`config.mk`:
```
export PLATFORM = sky130hd
export DESIGN_NAME = lsu
export DESIGN_NICKNAME = d
export VERILOG_FILES = /design/src/rtl/lsu.sv
export SDC_FILE = /design/constraint.sdc
export NUM_CORES = 1
export LEC_CHECK = 0
export ABC_AREA = 1
export CORE_MARGIN = 1
export CORE_UTILIZATION = 24
export DETAILED_ROUTE_END_ITERATION = 7
export MAX_ROUTING_LAYER = met4
export SLEW_MARGIN = 5
export SYNTH_ARGS = -nofsm -noshare
export SYNTH_HDL_FRONTEND = slang
export SYNTH_SLANG_ARGS = --single-unit
```
`constraint.sdc`:
```
create_clock -name clk -period 6.4 [get_ports clk]
set_input_delay 1.92 -clock clk [delete_from_list [all_inputs] [get_ports clk]]
set_output_delay 1.92 -clock clk [all_outputs]
set_load 0.01 [all_outputs]
```
`src/rtl/lsu.sv`:
```
// Load/store stage: issues data-memory accesses over req/ack, aligns and extends load data, registers the writeback.
// ALU ops write back one cycle after issue; memory ops hold stall from issue until the ack edge.
module lsu #(
  parameter int WIDTH = 32
) (
  input  logic             clk,
  input  logic             rst,
  input  logic [WIDTH-1:0] alu_result,
  input  logic [WIDTH-1:0] Rd2_exe2lsu,
  input  logic [1:0]       Memtoreg_exe2lsu,
  input  logic [2:0]       Ld_cntr_exe2lsu,
  input  logic [1:0]       St_cntr_exe2lsu,
  input  logic             RegW_exe2lsu,
  input  logic [4:0]       wr_addr_exe2lsu,
  input  logic [WIDTH-1:0] mem_rdata,
  input  logic             mem_ack,
  output logic             mem_req,
  output logic             mem_we,
  output logic [WIDTH-1:0] mem_addr,
  output logic [WIDTH-1:0] mem_wdata,
  output logic [3:0]       mem_be,
  output logic             stall,
  output logic             wb_en,
  output logic [4:0]       wb_addr,
  output logic [WIDTH-1:0] wb_data,
  output logic             misalign
);

  typedef enum logic {IDLE, WAIT} state_e;

  typedef struct packed {
    logic [2:0] ld_type;
    logic [1:0] off;
    logic [4:0] rd;
    logic       wr;
  } pend_t;

  state_e           state_q, state_d;
  pend_t            pend_q, pend_d;
  logic             mem_req_q, mem_req_d;
  logic             mem_we_q, mem_we_d;
  logic [WIDTH-1:0] mem_addr_q, mem_addr_d;
  logic [WIDTH-1:0] mem_wdata_q, mem_wdata_d;
  logic [3:0]       mem_be_q, mem_be_d;
  logic             wb_en_q, wb_en_d;
  logic [4:0]       wb_addr_q, wb_addr_d;
  logic [WIDTH-1:0] wb_data_q, wb_data_d;
  logic             misalign_q, misalign_d;

  // Writeback source is implied by the op kind; Memtoreg carries no extra information here.
  logic unused_memtoreg;
  assign unused_memtoreg = ^Memtoreg_exe2lsu;

  logic             ld_valid, is_store, is_load, is_mem, aligned, rd_nonzero;
  logic [1:0]       acc_size;
  logic [1:0]       off;
  logic [3:0]       st_be;
  logic [WIDTH-1:0] st_wdata;

  always_comb begin
    off        = alu_result[1:0];
    ld_valid   = (Ld_cntr_exe2lsu != 3'd0) && (Ld_cntr_exe2lsu <= 3'd5);
    is_store   = (St_cntr_exe2lsu != 2'd0);
    is_load    = ld_valid && !is_store;
    is_mem     = ld_valid || is_store;
    rd_nonzero = (wr_addr_exe2lsu != 5'd0);
    // acc_size: 0 byte, 1 halfword, 2 word; the store type wins when both are set
    acc_size = 2'd0;
    if (is_store) begin
      acc_size = St_cntr_exe2lsu - 2'd1;
    end else begin
      case (Ld_cntr_exe2lsu)
        3'b010, 3'b101: acc_size = 2'd1;
        3'b011:         acc_size = 2'd2;
        default:        acc_size = 2'd0;
      endcase
    end
    case (acc_size)
      2'd1:    aligned = !off[0];
      2'd2:    aligned = (off == 2'b00);
      default: aligned = 1'b1;
    endcase
    case (acc_size)
      2'd0: begin
        st_be    = 4'b0001 << off;
        st_wdata = {4{Rd2_exe2lsu[7:0]}};
      end
      2'd1: begin
        st_be    = 4'b0011 << off;
        st_wdata = {2{Rd2_exe2lsu[15:0]}};
      end
      default: begin
        st_be    = 4'b1111;
        st_wdata = Rd2_exe2lsu;
      end
    endcase
  end

  // Halfwords are always 2-aligned, so a byte-granular shift serves both widths.
  logic [WIDTH-1:0] rd_shift;
  logic [WIDTH-1:0] ld_val;

  always_comb begin
    rd_shift = mem_rdata >> {pend_q.off, 3'b000};
    case (pend_q.ld_type)
      3'b001:  ld_val = {{(WIDTH-8){rd_shift[7]}}, rd_shift[7:0]};
      3'b100:  ld_val = {{(WIDTH-8){1'b0}}, rd_shift[7:0]};
      3'b010:  ld_val = {{(WIDTH-16){rd_shift[15]}}, rd_shift[15:0]};
      3'b101:  ld_val = {{(WIDTH-16){1'b0}}, rd_shift[15:0]};
      default: ld_val = rd_shift;
    endcase
  end

  always_comb begin
    state_d     = state_q;
    pend_d      = pend_q;
    mem_req_d   = mem_req_q;
    mem_we_d    = mem_we_q;
    mem_addr_d  = mem_addr_q;
    mem_wdata_d = mem_wdata_q;
    mem_be_d    = mem_be_q;
    wb_addr_d   = wb_addr_q;
    wb_data_d   = wb_data_q;
    wb_en_d     = 1'b0;
    misalign_d  = 1'b0;
    case (state_q)
      IDLE: begin
        mem_req_d = 1'b0;
        if (!is_mem) begin
          wb_en_d   = RegW_exe2lsu && rd_nonzero;
          wb_addr_d = wr_addr_exe2lsu;
          wb_data_d = alu_result;
        end else if (!aligned) begin
          misalign_d = 1'b1;
        end else begin
          state_d        = WAIT;
          mem_req_d      = 1'b1;
          mem_we_d       = is_store;
          mem_addr_d     = {alu_result[WIDTH-1:2], 2'b00};
          mem_be_d       = is_store ? st_be : 4'b1111;
          if (is_store) begin
            mem_wdata_d = st_wdata;
          end
          pend_d.ld_type = is_load ? Ld_cntr_exe2lsu : 3'b000;
          pend_d.off     = off;
          pend_d.rd      = wr_addr_exe2lsu;
          pend_d.wr      = is_load && RegW_exe2lsu && rd_nonzero;
        end
      end
      WAIT: begin
        if (mem_ack) begin
          state_d   = IDLE;
          mem_req_d = 1'b0;
          if (pend_q.wr) begin
            wb_en_d   = 1'b1;
            wb_addr_d = pend_q.rd;
            wb_data_d = ld_val;
          end
        end
      end
      default: state_d = IDLE;
    endcase
  end

  always_ff @(posedge clk or posedge rst) begin
    if (rst) begin
      state_q     <= IDLE;
      pend_q      <= '0;
      mem_req_q   <= 1'b0;
      mem_we_q    <= 1'b0;
      mem_addr_q  <= '0;
      mem_wdata_q <= '0;
      mem_be_q    <= 4'b0000;
      wb_en_q     <= 1'b0;
      wb_addr_q   <= 5'd0;
      wb_data_q   <= '0;
      misalign_q  <= 1'b0;
    end else begin
      state_q     <= state_d;
      pend_q      <= pend_d;
      mem_req_q   <= mem_req_d;
      mem_we_q    <= mem_we_d;
      mem_addr_q  <= mem_addr_d;
      mem_wdata_q <= mem_wdata_d;
      mem_be_q    <= mem_be_d;
      wb_en_q     <= wb_en_d;
      wb_addr_q   <= wb_addr_d;
      wb_data_q   <= wb_data_d;
      misalign_q  <= misalign_d;
    end
  end

  assign mem_req   = mem_req_q;
  assign mem_we    = mem_we_q;
  assign mem_addr  = mem_addr_q;
  assign mem_wdata = mem_wdata_q;
  assign mem_be    = mem_be_q;
  assign wb_en     = wb_en_q;
  assign wb_addr   = wb_addr_q;
  assign wb_data   = wb_data_q;
  assign misalign  = misalign_q;
  assign stall     = (state_q == WAIT);

endmodule
```
* Yosys cells after proc, flatten, opt, wreduce, memory -nomap -nowiden
Index checks and enable logic that the tools add are counted.
Operators by class: add/sub/neg operators 1, magnitude comparators 1, eq/ne operators 12, shift operators 3, multiplexer cells 29, bitwise gates (word level) 1, reductions and logical operators 17
Operator list (number):
- $pmux W32 S2 | 2
- $pmux W32 S4 | 1
- $mux W32 | 3
- $shr A32 B5 Y32 | 1
- $mux W5 | 3
- $mux W1 | 10
- $pmux W5 S2 | 1
- $eq A3 B2 Y1 const B | 3
- $eq A3 B3 Y1 const B | 3
- $pmux W1 S2 | 4
- $pmux W4 S2 | 1
- $reduce_and A3 Y1 | 2
- $logic_and A1 B1 Y1 | 5
- $reduce_bool A5 Y1 | 1
- $logic_not A2 Y1 | 2
- $mux W4 | 1
- $ne A2 B2 Y1 const B | 2
- $pmux W2 S2 | 1
- $reduce_and A4 Y1 | 1
- $shl A1 B2 Y4 const A | 1
- $shl A2 B2 Y4 const A | 1
- $eq A3 B1 Y1 const B | 1
- $le A3 B3 Y1 const B | 1
- $mux W3 | 1
- 11 further kinds | 12
Storage, ports and cells: register bits after elaboration 119, output and inout bits 110

* Depth between registers and ports, before layout
Gate-level depths: netlist (run 1).
depth after elaboration 9, mapped depth 15

* Least setup slack after synthesis (run 1)
Ideal clock, no wire load.
kind input -> register, start point input St_cntr_exe2lsu[1], end point register mem_wdata_q[11], in the netlist mem_wdata[11], setup time 0.083 ns, arrival 3.386 ns, data required time 6.317 ns, path slack 2.932 ns, stages 10, path through nor2_4 > nand2_1 > o21a_1 > ha_1 > nand3b_2 > nand3_2 > buf_4 > buf_6 > nand2_1 > o21ai_0
On the way: longest elaborated chain between the ends 5, elaborated cells between the ends (all ways) 10, those cells by class add/sub: 1; eq/ne: 2; mux: 3; reduce/logical: 4
RTL lines:
- start: declaration | line 12 | input logic [1:0] St_cntr_exe2lsu,
- $sub A2 B1 Y2 or $reduce_bool A2 Y1 (tied branches) | line 70, 63
- $mux W2 | line 69 | if (is_store) begin
- $eq A2 B2 Y1 or $eq A2 B1 Y1 (tied branches) | line 78, 83
- $pmux W1 S2 | line 78 | case (acc_size)
- $reduce_and A4 Y1 (no line)
- end signal: assignment | line 184 | mem_wdata_q <= mem_wdata_d;
- end: declaration | line 43 | logic [WIDTH-1:0] mem_wdata_q, mem_wdata_d;
Several ways; a longest one is shown, not always the timed one. A chain may end at the register's enable or synchronous reset.

* Worst setup path after layout (run 1)
start point input Ld_cntr_exe2lsu[2], end point register pend_q[9] (netlist name)
On the way: longest elaborated chain between the ends 7, elaborated cells between the ends (all ways) 16, those cells by class order compare: 1; eq/ne: 5; mux: 4; reduce/logical: 6
RTL lines:
- start: declaration | line 11 | input logic [2:0] Ld_cntr_exe2lsu,
- $eq A3 B2 Y1 or $eq A3 B3 Y1 (tied branches) | line 72 | case (Ld_cntr_exe2lsu)
- $reduce_or A2 Y1 | line 72
- $pmux W2 S2 | line 72
- $mux W2 | line 69
- $eq A2 B2 Y1 or $eq A2 B1 Y1 (tied branches) | line 78
- $pmux W1 S2 | line 78
- $reduce_and A3 Y1 (no line)
- end signal: assignment | line 180 | pend_q <= pend_d;
- end: declaration | line 39 | pend_t pend_q, pend_d;
Several ways; a longest one is shown, not always the timed one.

==> impl_metrics.env, run 1 <==
export IMPL_status="complete, no violations"
export IMPL_drtIter0Drc=388
export IMPL_cts_buffers=17
export IMPL_fin_cells=1433
export IMPL_arrival_ns=4.82
export IMPL_ctsResizeCount=0
export IMPL_cts_tree="done"
export IMPL_grt_pass1_wl_um=34200
export IMPL_synth_area_leaders="dfrtp_1, nand2_1, o21ai_0, nand3_1, a21oi_1"
export IMPL_post_cts_buffers=0
export IMPL_postSynthAreaPerCell_um2=7.189
export IMPL_worstPathMaxFanout=36
export IMPL_antenna_found_initial=0
export IMPL_first_pass_iters=5
export IMPL_gp_congestion=0.8585
export IMPL_num_antenna_cells=0
export IMPL_final_period_utilization_pct=70.93
export IMPL_syn_inst=889
export IMPL_die_width_um=165.2
export IMPL_path_cells="clkdlybuf4s50_1 > inv_1 > nor2_1 > nand2_1 > nand3_1 > nand2_1 > inv_1 > ha_1 > nand2_1 > nand3b_2 > nand3_2 > buf_4 > nand2_1 > o21ai_1"
export IMPL_cap_viol_max_count=0
export IMPL_io_buffer_count=217
export IMPL_cpPeakStageDelay_ns=0.50
export IMPL_use_met3_pct=5.370
export IMPL_hold_viol=0
export IMPL_vias_per_cell=4.473
export IMPL_grt_pass1_vias=6232
export IMPL_ys_seq_area_share_pct=46.59
export IMPL_setup_tns_ns=0
export IMPL_grtUsageTotal_pct=16.98
export IMPL_die_h_um=165.2
export IMPL_vias=6410
export IMPL_worstPathRequired_ns=6.68
export IMPL_timing_fmax_mhz=220.3
export IMPL_ir_drop_mv=0.1756
export IMPL_rsz0062_at_grt="false"
export IMPL_grtUsageMet2_pct=27.04
export IMPL_ctsHoldBuffers=0
export IMPL_cp_common_cell="nand2_1"
export IMPL_crit_type="in2reg"
export IMPL_cp_slowest_cell="clkdlybuf4s50_1"
export IMPL_min_period_ns=4.540
export IMPL_clockRootBuffer="clkbuf_16"
export IMPL_fin_skew_ns=0.01048
export IMPL_overflow=0
export IMPL_drive_gt1_share_pct=6.831
export IMPL_clock_sinks=119
export IMPL_grt_max_degree=65
export IMPL_finalMaxSlewViolations=0
export IMPL_std_cell_rows=59
export IMPL_wirelength_um=21980
export IMPL_top_usage_layer="met2"
export IMPL_powerDensity_nw_per_um2=458.9
export IMPL_yosys_warnings=0
export IMPL_drcViolationCount=0
export IMPL_core_area_um2=26060
export IMPL_worst_pin_slew_ns=0.7496
export IMPL_synth_cell_types=32
export IMPL_netlist_area_um2=6391
export IMPL_total_leakage_power_nw=4.526
export IMPL_die_area_um2=27290
export IMPL_ant_nets=0
export IMPL_synth_top_area_cell="dfrtp_1"
export IMPL_cts_htree_levels=4
export IMPL_start_util_pct=24.53
export IMPL_place_inst=1401
export IMPL_setup_worst_path_start_class="input pin"
export IMPL_io_pins=222
export IMPL_setup_violations=0
export IMPL_hold_class="reg2reg"
export IMPL_fin_nets=1200
export IMPL_slew_headroom_pct=49.97
export IMPL_area_delta_synth_final_pct=46.69
export IMPL_end_kind="flip-flop"
export IMPL_place_hpwl_um=15460
export IMPL_wl_per_cell_um=15.34
export IMPL_clk_latency_ns=0.42
export IMPL_yosysTopAreaCellShare_pct=46.59
export IMPL_cts_clk_slew_worst_paths_ns=0.06
export IMPL_clock_path_buffers=2
export IMPL_globalRouteMet1Util_pct=20.99
export IMPL_ys_seq_elements=119
==> final cells by class <==
type / instances / area, µm²
multi-input combinational: 663 / 2884
clock inverter: 11 / 171.4
timing repair buffer: 225 / 2232
clock buffer: 21 / 460.4
inverter: 59 / 229.0
tap: 335 / 419.2
sequential: 119 / 2979
fill: 2728 / 16680
==> metrics by stage <==
| stage | power (W) | worst slack, ns | cell area [µm²] | hold WS [ns] | utilization (%) |
|---|---|---|---|---|---|
| after CTS | 0.004351 | 1.816 | 9375 | 0.4808 | 35.98 |
| after global routing | 0.004610 | 1.565 | 9375 | 0.4987 | 35.98 |
| final | 0.004303 | 1.860 | 9375 | 0.4770 | 35.98 |
| after floorplan | 0.002314 | 1.323 | 6395 | 0.4534 | - |
| after global placement | 0.003256 | 1.461 | 8743 | 0.4560 | 33.55 |
| after detailed placement | 0.003271 | 1.376 | 8743 | 0.4633 | 33.55 |
==> power by group <==
| part | total, W | internal [W] | switching (W) |
|---|---|---|---|
| combinational | 0.00194 | 0.000923 | 0.00102 |
| sequential | 0.00131 | 0.00110 | 0.000214 |
| clock | 0.00105 | 0.000674 | 0.000376 |
==> flip-flops by register name, indices dropped and copies added (netlist names) <==
register   flops
mem_be         4
mem_req        1
wb_data       32
pend_q        11
stall          1
mem_wdata     32
misalign       1
wb_addr        5
mem_we         1
wb_en          1
mem_addr      30
==> critical path, delay by kind of cell <==
| kind | cells | cell delay [ns] |
|---|---|---|
| AOI/OAI and AO/OA | 1 | 0.07 |
| buffers and inverters | 4 | 1.11 |
| adders and majority gates | 1 | 0.45 |
| and+or+nand+nor | 8 | 1.23 |
==> path summary, 6_finish.rpt <==
check	start	end	slack, ns	depth (start not counted)
setup / recovery	Ld_cntr_exe2lsu[2]	pend_q[9]	1.86	14
hold / removal	mem_addr[14]	mem_addr[14]	0.48	2
setup reg to reg	stall	wb_data[31]	3.37	7
hold reg to reg	mem_addr[14]	mem_addr[14]	0.48	2
max in group asynchronous	rst	mem_addr[16]	3.46	3
min in group asynchronous	rst	mem_wdata[12]	1.93	2
==> logic make-up (layout without fill, tap and decap cells) <==
group	Yosys count	in the layout	synth area share (%)
fa+ha+maj	3	3	0.5874
compound gates	126	126	10.04
flops	119	119	46.59
simple gates	532	532	34.38
other cells	1	2	0.05868
buf+inv	108	316	8.340
==> placed cells by master (no fill, tap or decap), drive strengths merged, types with 8 or more instances in the layout <==
cell type	n
inv	60
a21oi	48
buf	8
o21ai	74
nor2	59
nand2	409
nand3	59
clkbuf	21
clkdlybuf4s50	217
dfrtp	119
==> cell usage after synthesis <==
library cell,n
clkbuf_1,13
nand2_1,401
inv_4,2
nor2_4,1
nand3b_1,1
buf_6,7
buf_4,10
o21a_1,1
buf_2,17
inv_2,9
o22ai_1,2
nor3_2,1
conb_1,1
buf_1,1
nor2_2,2
or2_2,1
ha_1,3
buf_8,1
o21ai_0,60
o21ai_1,14
nor2_1,56
o21bai_2,1
nand3_4,3
nand3b_2,1
nand2_4,1
nand3_1,50
dfrtp_1,119
inv_1,48
nand2_2,7
nand3_2,6
nor3_1,1
a21oi_1,48
==> per-layer routing <==
layer	vias up	wire length, µm
met5	-	0
li1	3172	-
met4	0	177
met1	2970	9821
met2	252	10030
met3	16	1948
Power figures use the tool's default switching activity.
==> run 2, diff against run 1 <==
clock period = 4.7 ns   (was 6.4 ns; I/O delays follow)
==> run 2 against run 1 <==
Against the previous run: sequential cell count did not move; utilization fell by 0.077 points; first-iteration DRC count rose by 3.9%; sequential share of layout area rose by 0.068 points.
==> impl_metrics.env, run 2 (synthesized netlist as in run 1, its figures left out) <==
export IMPL_status="complete, no violations"
export IMPL_arrival_ns=3.79
export IMPL_worstPathMaxFanout=22
export IMPL_most_common_layout_cells="nand2_1, clkdlybuf4s50_1, dfrtp_1"
export IMPL_worstPathRequired_ns=5.00
export IMPL_drtIter0Drc=403
export IMPL_worst_pin_slew_ns=0.9234
export IMPL_finalMaxSlewViolations=0
export IMPL_ant_nets=0
export IMPL_clockRootBuffer="clkbuf_16"
export IMPL_cp_common_cell="nand2_1"
export IMPL_vias_per_cell=4.405
export IMPL_final_period_utilization_pct=74.31
export IMPL_place_inst=1403
export IMPL_die_area_um2=27290
export IMPL_setup_violations=0
export IMPL_die_width_um=165.2
export IMPL_clk_latency_ns=0.42
export IMPL_crit_type="in2reg"
export IMPL_cpPeakStageDelay_ns=0.47
export IMPL_overflow=0
export IMPL_slew_headroom_pct=38.44
export IMPL_cap_viol_max_count=0
export IMPL_powerDensity_nw_per_um2=609.6
export IMPL_cts_clk_slew_worst_paths_ns=0.06
export IMPL_first_pass_iters=4
export IMPL_total_power_w=0.005703
export IMPL_cts_tree="done"
export IMPL_ctsResizeCount=0
export IMPL_vias=6326
export IMPL_ctsHoldBuffers=0
export IMPL_io_pins=222
export IMPL_clock_sinks=119
export IMPL_cts_buffers=17
export IMPL_setup_worst_path_start_class="input pin"
export IMPL_hold_class="reg2reg"
export IMPL_layout_commonest_cell="nand2_1"
export IMPL_path_cells="clkdlybuf4s50_1 > nor2_4 > nand2_1 > o21a_1 > ha_1 > nand3b_2 > nand3_2 > buf_4 > nand2_1 > o21ai_0"
export IMPL_stdcell_area_um2=9355
export IMPL_post_cts_buffers=0
export IMPL_crit_family="simple AND/OR/NAND/NOR gates"
export IMPL_timing_fmax_mhz=286.3
export IMPL_min_period_ns=3.493
export IMPL_hold_viol=0
export IMPL_drive_gt1_share_pct=7.182
export IMPL_grt_pass1_vias=6234
export IMPL_fin_cells=1436
export IMPL_grt_pass1_wl_um=34160
export IMPL_grtUsageTotal_pct=17.01
export IMPL_rsz0062_at_grt="false"
export IMPL_gp_congestion=0.8556
export IMPL_wl_per_cell_um=15.26
export IMPL_end_kind="flip-flop"
export IMPL_place_ws_ns=0.7321
export IMPL_fin_skew_ns=0.007933
export IMPL_drcViolationCount=0
export IMPL_grt_max_degree=54
export IMPL_io_buffer_count=217
export IMPL_std_cell_rows=59
export IMPL_start_util_pct=24.53
export IMPL_r2r_slack_ns=2.08
export IMPL_cp_slowest_cell="clkdlybuf4s50_1"
export IMPL_place_hpwl_um=15580
export IMPL_cts_htree_levels=4
export IMPL_wirelength_um=21920
export IMPL_setup_tns_ns=0
export IMPL_ir_drop_mv=0.3159
export IMPL_fin_nets=1202
export IMPL_place_area_um2=8796
export IMPL_area_delta_synth_final_pct=46.38
export IMPL_worstPathBufferInverterCount=2
export IMPL_finalWorstSetupSlack_ns=1.207
export IMPL_clock_path_buffers=2
export IMPL_core_area_um2=26060
export IMPL_total_leakage_power_nw=4.508
export IMPL_antenna_found_initial=1
export IMPL_die_h_um=165.2
[run 2: changes by cell type in the layout (fill, tap and decap cells not counted), sizes merged]
cell      previous run  this run
clkinv               4         7
buf                  8        10
bufinv               4         1
clkinvlp             2         5
inv                 60        61
diode                0         1
clkbuf              21        17
[run 2: path summary, 6_finish.rpt]
kind,startpoint,endpoint,cells past startpoint
max reg2reg,stall,wb_data[19],6
max in group asynchronous,rst,wb_data[10],3
min in group asynchronous,rst,mem_wdata[12],2
min reg2reg,mem_addr[19],mem_addr[19],2
min,mem_addr[19],mem_addr[19],2
max,St_cntr_exe2lsu[1],mem_wdata[4],10
[run 2: cell type report]
cell class	count	area (µm²)
clock buffer	17	425.4
multi-input combinational	663	2884
antenna	1	2.502
sequential	119	2979
clock inverter	15	131.4
timing repair buffer	227	2285
fill	2741	16700
inverter	59	229.0
tap	335	419.2
[run 2: metrics by stage]
stage / hold WS, ns / util (%)
floorplan: 0.4534 / -
global placement: 0.4597 / 33.75
detailed placement: 0.4646 / 33.75
CTS: 0.4811 / 35.89
global route: 0.4941 / 35.90
finish: 0.4755 / 35.90
[run 2: worst register-to-register path: cells and delay by family (launching register included)]
kind                   cells  cell delay, ns
buffers and inverters      2            0.83
DFF                        1            0.49
and+or+nand+nor            4            1.19
[run 2: per-layer routing]
| layer | wire [µm] | GRT usage [%] | vias to the layer above |
|---|---|---|---|
| met5 | 0 | - | - |
| met4 | 220 | 3.920 | 0 |
| met3 | 1786 | 5.045 | 16 |
| met2 | 10110 | 27.12 | 229 |
| met1 | 9801 | 21.08 | 2901 |
| li1 | - | - | 3180 |
[run 2: power by group]
part	leakage, nW	switching (W)	total, W	internal, W
sequential	1.48	0.000333	0.00183	0.00150
clock	0.261	0.000538	0.00127	0.000727
combinational	2.77	0.00134	0.00261	0.00127
==> run 3, diff against run 2 <==
clock period = 2.8 ns   (was 4.7 ns; I/O delays follow)
==> run 3 against run 2 <==
Against the previous run: critical path depth did not move; first-iteration DRC count fell by 7.7%; cell count rose by 1.7%; worst setup slack got worse by 0.98 ns; die area did not move; critical endpoint is now mem_wdata[8]; register-to-register slack got worse by 1.1 ns; design area rose by 3.6%; largest cell class unchanged; wire length rose by 0.67%; global-route usage barely moved.
==> impl_metrics.env, run 3 (synthesized netlist as in run 1, its figures left out) <==
export IMPL_cts_buffers=17
export IMPL_drcViolationCount=0
export IMPL_clock_sinks=119
export IMPL_hold_viol=0
export IMPL_worstPathMaxFanout=28
export IMPL_antenna_found_initial=0
export IMPL_std_cell_rows=59
export IMPL_total_leakage_power_nw=4.690
export IMPL_status="complete, no violations"
export IMPL_grt_pass1_vias=6283
export IMPL_path_cells="clkdlybuf4s50_1 > inv_1 > nor2_1 > nand2_1 > o21a_1 > ha_1 > nand3b_2 > nand3_2 > buf_4 > o21ai_0"
export IMPL_gp_congestion=0.8575
export IMPL_finalMaxSlewViolations=0
export IMPL_clockRootBuffer="clkbuf_16"
export IMPL_clock_path_buffers=2
export IMPL_cpPeakStageDelay_ns=0.48
export IMPL_crit_type="in2reg"
export IMPL_area_delta_synth_final_pct=51.68
export IMPL_final_core_util_pct=37.20
export IMPL_wl_per_cell_um=15.11
export IMPL_die_h_um=165.2
export IMPL_min_period_ns=2.574
export IMPL_first_pass_iters=5
export IMPL_place_area_um2=9085
export IMPL_start_util_pct=24.53
export IMPL_cts_htree_levels=4
export IMPL_place_hpwl_um=15540
export IMPL_cts_clk_slew_worst_paths_ns=0.06
export IMPL_die_area_um2=27290
export IMPL_overflow=0
export IMPL_rsz0062_at_grt="false"
export IMPL_arrival_ns=2.86
export IMPL_grt_max_degree=120
export IMPL_hold_class="reg2reg"
export IMPL_worst_pin_slew_ns=0.7339
export IMPL_stdcell_area_um2=9694
export IMPL_post_cts_buffers=0
export IMPL_clk_latency_ns=0.42
export IMPL_powerDensity_nw_per_um2=1021
export IMPL_drtIter0Drc=372
export IMPL_grt_pass1_wl_um=34200
export IMPL_ant_nets=0
export IMPL_layout_commonest_cell="nand2_1"
export IMPL_worstPathRequired_ns=3.08
export IMPL_cp_slowest_cell="clkdlybuf4s50_1"
export IMPL_grtUsageTotal_pct=16.98
export IMPL_setup_worst_path_start_class="input pin"
export IMPL_num_antenna_cells=0
export IMPL_timing_fmax_mhz=388.5
export IMPL_ir_drop_mv=0.4204
export IMPL_core_area_um2=26060
export IMPL_cts_tree="done"
export IMPL_fin_skew_ns=0.01300
export IMPL_end_kind="flip-flop"
export IMPL_drive_gt1_share_pct=9.067
export IMPL_setup_violations=0
export IMPL_slew_headroom_pct=51.07
export IMPL_ctsResizeCount=0
export IMPL_cap_viol_max_count=0
export IMPL_vias_per_cell=4.415
export IMPL_most_common_layout_cells="nand2_1, clkdlybuf4s50_1, dfrtp_1"
export IMPL_fin_nets=1227
export IMPL_io_buffer_count=217
export IMPL_ctsHoldBuffers=0
export IMPL_vias=6446
export IMPL_final_period_utilization_pct=91.94
export IMPL_die_width_um=165.2
export IMPL_io_pins=222
export IMPL_wirelength_um=22060
run 3: worst paths after layout:
check                                    from            to  slack (ns)  depth (start not counted)
min                               wb_data[16]   wb_data[16]        0.48                          2
min reg2reg                       wb_data[16]   wb_data[16]        0.48                          2
max                        Ld_cntr_exe2lsu[1]  mem_wdata[8]        0.23                         10
max reg2reg                             stall   wb_data[11]        1.01                          6
max in group asynchronous                 rst   wb_data[16]        1.28                          3
min in group asynchronous                 rst  mem_wdata[6]        0.92                          3
run 3: cell type report:
cell class                      count  area [µm²]
Fill cell                        2760       16360
Sequential cell                   119        2979
Multi-Input combinational cell    663        2884
Timing Repair Buffer              252        2572
Clock buffer                       21       460.4
Tap cell                          335       419.2
Inverter                           59       230.2
Clock inverter                     11       148.9
run 3: layer usage:
layer,vias to the layer above,share of wire (%),track usage (%)
li1,3227,-,-
met4,0,1.3,4.295
met5,-,0,-
met2,249,45,26.93
met1,2956,44,21.07
met3,14,9.1,4.970
run 3: critical path, delay by kind of cell:
kind	cells	cell delay, ns
adders and majority gates	1	0.27
AOI/OAI and AO/OA	2	0.32
and+or+nand+nor	4	0.61
buffers and inverters	3	0.82
run 3: per-stage QoR:
stage	hold WS [ns]	instances	power, W	setup TNS (ns)	worst slack, ns
after global routing	0.5023	1460	0.01066	0	0.006549
after CTS	0.4802	1460	0.01003	0	0.2337
after detailed placement	0.4626	1428	0.007633	-10.79	-0.2058
after global placement	0.4561	1428	0.007601	-8.579	-0.1540
final	0.4750	1460	0.009903	0	0.2257
after floorplan	0.4534	890	0.005290	0	0.4118
run 3: power breakdown:
group	switching, W	total (W)	leakage (nW)	internal, W
Clock	0.000872	0.00232	0.289	0.00145
Combinational	0.00236	0.00461	2.92	0.00224
Sequential	0.000457	0.00297	1.48	0.00252
Total	0.00369	0.00990	4.69	0.00621
